--- config.mk ---
export PLATFORM = sky130hd
export DESIGN_NAME = i2c_reg_bank
export DESIGN_NICKNAME = d
export VERILOG_FILES = /design/src/rtl/i2c_reg_bank.sv
export SDC_FILE = /design/constraint.sdc
export NUM_CORES = 1
export LEC_CHECK = 0
export ABC_CLOCK_PERIOD_IN_PS = 1900
export BUFFER_PORTS_ARGS = -buffer_cell sky130_fd_sc_hd__buf_2
export CAP_MARGIN = 20
export CORE_UTILIZATION = 51
export DETAILED_ROUTE_END_ITERATION = 16
export PLACE_DENSITY_LB_ADDON = 0.2
export SLEW_MARGIN = 20
export SYNTH_ARGS = -nofsm -noshare
export SYNTH_HDL_FRONTEND = slang
export SYNTH_SLANG_ARGS = --single-unit
--- constraint.sdc ---
create_clock -name clk -period 1.9 [get_ports clk]
set_clock_uncertainty 0.1 [all_clocks]
set_input_delay 0.57 -clock clk [delete_from_list [all_inputs] [get_ports clk]]
set_output_delay 0.57 -clock clk [all_outputs]
set_load 0.005 [all_outputs]
--- src/rtl/i2c_reg_bank.sv ---
// Application-side register bank behind the I2C slave: R/W control regs, ID, synced status,
// write counter, and sticky event flags with interrupt when I2C_REGBANK_IRQ_EN is defined.
module i2c_reg_bank #(
    parameter int         NUM_CTRL   = 4,
    parameter logic [7:0] CTRL_RESET = 8'h00,
    parameter logic [7:0] ID_VALUE   = 8'hA5
) (
    input  logic                  clk,
    input  logic                  rst,
    input  logic                  rw,
    input  logic [7:0]            addr,
    input  logic                  wen,
    input  logic [7:0]            wdata,
    input  logic                  rdata_used,
    output logic [7:0]            rdata,
    output logic [8*NUM_CTRL-1:0] ctrl_o,
    input  logic [7:0]            status_i,
    input  logic [7:0]            evt_i,
    output logic                  irq
);
    localparam logic [7:0] ADDR_ID   = 8'h10;
    localparam logic [7:0] ADDR_STAT = 8'h11;
    localparam logic [7:0] ADDR_EVT  = 8'h12;
    localparam logic [7:0] ADDR_WCNT = 8'h13;

    logic [NUM_CTRL-1:0][7:0] ctrl_q, ctrl_d;
    logic [7:0]               stat_s1_q, stat_s2_q;
    logic [7:0]               wcnt_q, wcnt_d;
    logic [7:0]               rdata_q, rdata_d;
    logic [7:0]               evt_rd;

    always_comb begin
        ctrl_d = ctrl_q;
        for (int k = 0; k < NUM_CTRL; k++)
            if (wen && addr == 8'(k)) ctrl_d[k] = wdata;
        wcnt_d = wen ? wcnt_q + 8'd1 : wcnt_q;
    end

    always_comb begin
        rdata_d = 8'h00;
        for (int k = 0; k < NUM_CTRL; k++)
            if (addr == 8'(k)) rdata_d = ctrl_q[k];
        case (addr)
            ADDR_ID:   rdata_d = ID_VALUE;
            ADDR_STAT: rdata_d = stat_s2_q;
            ADDR_EVT:  rdata_d = evt_rd;
            ADDR_WCNT: rdata_d = wcnt_q;
            default:   ;
        endcase
    end

    always_ff @(posedge clk) begin
        if (rst) begin
            ctrl_q    <= {NUM_CTRL{CTRL_RESET}};
            stat_s1_q <= 8'h00;
            stat_s2_q <= 8'h00;
            wcnt_q    <= 8'h00;
            rdata_q   <= 8'h00;
        end else begin
            ctrl_q    <= ctrl_d;
            stat_s1_q <= status_i;
            stat_s2_q <= stat_s1_q;
            wcnt_q    <= wcnt_d;
            rdata_q   <= rdata_d;
        end
    end

    assign ctrl_o = ctrl_q;
    assign rdata  = rdata_q;

`ifdef I2C_REGBANK_IRQ_EN
    logic [7:0] evt_s1_q, evt_s2_q, evt_prev_q, evt_q, evt_d, evt_clr, raddr_q;
    logic       irq_q;
    logic       unused_in;

    // The slave bumps addr in the same cycle it captures rdata, so read-clear keys off
    // the address that produced rdata, not the live one. Set beats clear on a shared bit.
    always_comb begin
        evt_clr = 8'h00;
        if (wen && addr == ADDR_EVT)            evt_clr = evt_clr | wdata;
        if (rdata_used && raddr_q == ADDR_EVT)  evt_clr = evt_clr | rdata_q;
        evt_d = (evt_q & ~evt_clr) | (evt_s2_q & ~evt_prev_q);
    end

    always_ff @(posedge clk) begin
        if (rst) begin
            evt_s1_q   <= 8'h00;
            evt_s2_q   <= 8'h00;
            evt_prev_q <= 8'h00;
            evt_q      <= 8'h00;
            raddr_q    <= 8'h00;
            irq_q      <= 1'b0;
        end else begin
            evt_s1_q   <= evt_i;
            evt_s2_q   <= evt_s1_q;
            evt_prev_q <= evt_s2_q;
            evt_q      <= evt_d;
            raddr_q    <= addr;
            irq_q      <= |evt_q;
        end
    end

    assign evt_rd    = evt_q;
    assign irq       = irq_q;
    assign unused_in = rw;
`else
    logic unused_in;
    assign evt_rd    = 8'h00;
    assign irq       = 1'b0;
    assign unused_in = ^{rw, rdata_used, evt_i};
`endif
endmodule
==> impl_metrics.yaml <==
status:
  status: "complete, no violations"
clock_tree:
  insertion_delay_ns: 0.34
  cts_tree: "done"
  postCtsHoldBufs: 0
  ctsHtreeMaxLevel: 3
  postCtsSetupBuffers: 0
  numCtsBuffers: 9
  clock-sinks: 64
  root_buffer: "clkbuf_8"
  cts_resized: 0
  clockBufferDepth: 2
  path_clk_slew_ns: 0.07
timing:
  final_max_slew_viol_count: 0
  fmax_mhz: 624
  fin_tns_setup_ns: 0
  fin_crit_ns: 1.60
  whs_ns: 0.336
  rsz0062_at_grt: "no"
  setup_violations: 0
  final_hold_viol_count: 0
  period_share_pct: 84.3
global_routing:
  grt_overflow_total: 0
  grt_pass1_wl_mm: 9.06
  antenna_found_initial: 0
  grt_usage_pct: 22.5
  grt_max_degree: 44
  grt_pass1_vias: 1893
power:
  p_leak_nw: 1.65
  finalPower_mw: 2.84
  ir_drop_v: 0.000442
  p_per_area_nw_per_um2: 835
die:
  die-width_um: 74.9
  start_util_pct: 53.1
  core_um2: 5110
  io_pins: 78
  std_cell_rows: 26
  die_y_um: 74.9
  die-area_um2: 5610
logic_synthesis:
  synth_most_common_cell: "dfxtp_1"
  synth.yosys.seq_area_share_pct: 47.3
  synth_flop_cell: "dfxtp_1"
  synth_async_sr_flop_share_pct: 0
  synth-seq-cells: 64
  postSynthAreaPerCell_um2: 10.6
  synthCells: 256
  synth.distinct_cells: 34
  synth_top_area_share_pct: 47.3
  synth.area.top_cells: "dfxtp_1, mux2i_1, nand2b_1"
  yosys-top-cells-count: "dfxtp_1, nand2b_1, mux2i_1"
  synth_edf_count: 0
  syn_nets: 294
  synth_top_area_cell: "dfxtp_1"
  syn-cell-area_um2: 2710
  ys_warn_count: 0
layout:
  final_nets: 370
  n_antenna_cell: 0
  final_cell_count_no_fill: 406
  drive_above_1_share_pct: 33.3
  area_delta_synth_final_pct: 25.4
  nFillCells: 433
  final_area_um2: 3400
critical_path:
  cp-start-kind: "input pin"
  rr_worst_depth: 3
  cp-end-kind: "flop"
  worstPathMaxFanout: 15
  crit_arrival_ns: 1.76
  crit_type: "input pin to flop"
  cp_data_required_time_ns: 2.06
route:
  finalWirelength_mm: 5.78
  antenna_left: 0
  drt_iter0_markers: 128
  drt-vias-per-instance: 5.15
  vias: 2092
  first_pass_iters: 4
  routedWlPerCell_um: 14.2
  drc_errors: 0
worst_hold_path:
  hold_path_depth: 1
  hold_path.class: "flop to flop"
placement:
  placed_cell_area_um2: 3180
  hpwl_mm: 4.06
  dp.cells: 391
  port_buffers: 66
  gp_congestion: 0.823
run:
  drv_cap: 0
==> registers in the layout, indices dropped and copies added (netlist names) <==
register,cells
stat_s1_q,8
rdata,8
wcnt_q,8
stat_s2_q,8
ctrl_o,32
==> cells in the final DEF, fill, tap and decap left out <==
cell,n
buf_2,66
dfxtp_1,64
nand2b_1,41
mux2i_1,34
nor2b_1,16
buf_4,16
nand2_1,15
a21oi_1,11
clkbuf_8,11
nor2_1,7
mux4_2,7
nand3_1,5
mux2_2,4
nor3b_1,4
a211o_1,4
xor2_1,3
o21ai_0,2
or3_1,2
nand4_1,2
inv_1,2
nand4b_1,2
bufinv_16,2
nor3_2,1
nor4b_4,1
nand4_2,1
xnor2_1,1
nor3_1,1
o22ai_1,1
a32o_1,1
a2111oi_0,1
nand3_2,1
o31ai_1,1
or4_1,1
ha_1,1
conb_1,1
clkinv_2,1
clkbuf_1,1
buf_12,1
==> final timing paths <==
check,slack [ns],end,start
max,0.30,rdata[2]$_SDFF_PP0_,addr[0]
min reg2reg,0.34,stat_s2_q[5]$_SDFF_PP0_,stat_s1_q[5]$_SDFF_PP0_
min,0.34,stat_s2_q[5]$_SDFF_PP0_,stat_s1_q[5]$_SDFF_PP0_
max reg2reg,0.44,wcnt_q[7]$_SDFFE_PP0P_,wcnt_q[2]$_SDFFE_PP0P_
==> routing by layer <==
metal | global-route usage (%) | routed length, um | vias to the layer above
met5 | 0 | 0 | -
met2 | 36.1 | 2810 | 63
li1 | - | - | 1030
met4 | 12.8 | 110 | 0
met3 | 5.35 | 306 | 10
met1 | 27.8 | 2550 | 989
==> area by class of cell <==
cell class              instances  area (um^2)  area share, %
repair buffers                 83          470           13.8
inverters                       2         7.51          0.221
clock buffers                  12          155           4.56
flip-flops and latches         64         1280           37.7
multi-input cells             172         1330           39.2
clock inverters                 3         65.1           1.91
well taps                      70         87.6           2.58
==> critical path: stages <==
cell	delay [ns]
buf_2	0.27
buf_4	0.26
buf_4	0.15
nand2_1	0.06
a211o_1	0.31
a21oi_1	0.15
==> power by group <==
part / internal [mW] / switching [mW]
Sequential: 1.36 / 0.0114
Clock: 0.801 / 0.489
Combinational: 0.0861 / 0.0862
Total: 2.25 / 0.587
==> metrics by stage <==
stage	util, %	setup WS, ns
after CTS	66.6	0.292
after detailed placement	62.2	-0.0424
after floorplan	-	0.171
after global routing	66.6	0.127
after global placement	62.2	-0.0833
final	66.6	0.298
==> logic make-up (layout without fill, tap and decap cells) <==
| logic type | Yosys count | count (layout) | share of synthesized area [%] |
|---|---|---|---|
| AOI/OAI and AO/OA | 21 | 21 | 4.89 |
| xor gates and xnor gates | 4 | 4 | 1.29 |
| adders and majority gates | 1 | 1 | 0.461 |
| buffers and inverters | 20 | 100 | 3.60 |
| DFF | 64 | 64 | 47.3 |
| muxes | 45 | 45 | 20.0 |
| other | 1 | 1 | 0.138 |
| and+or+nand+nor | 100 | 100 | 22.3 |
No activity file was read; power rests on OpenSTA's default activity.
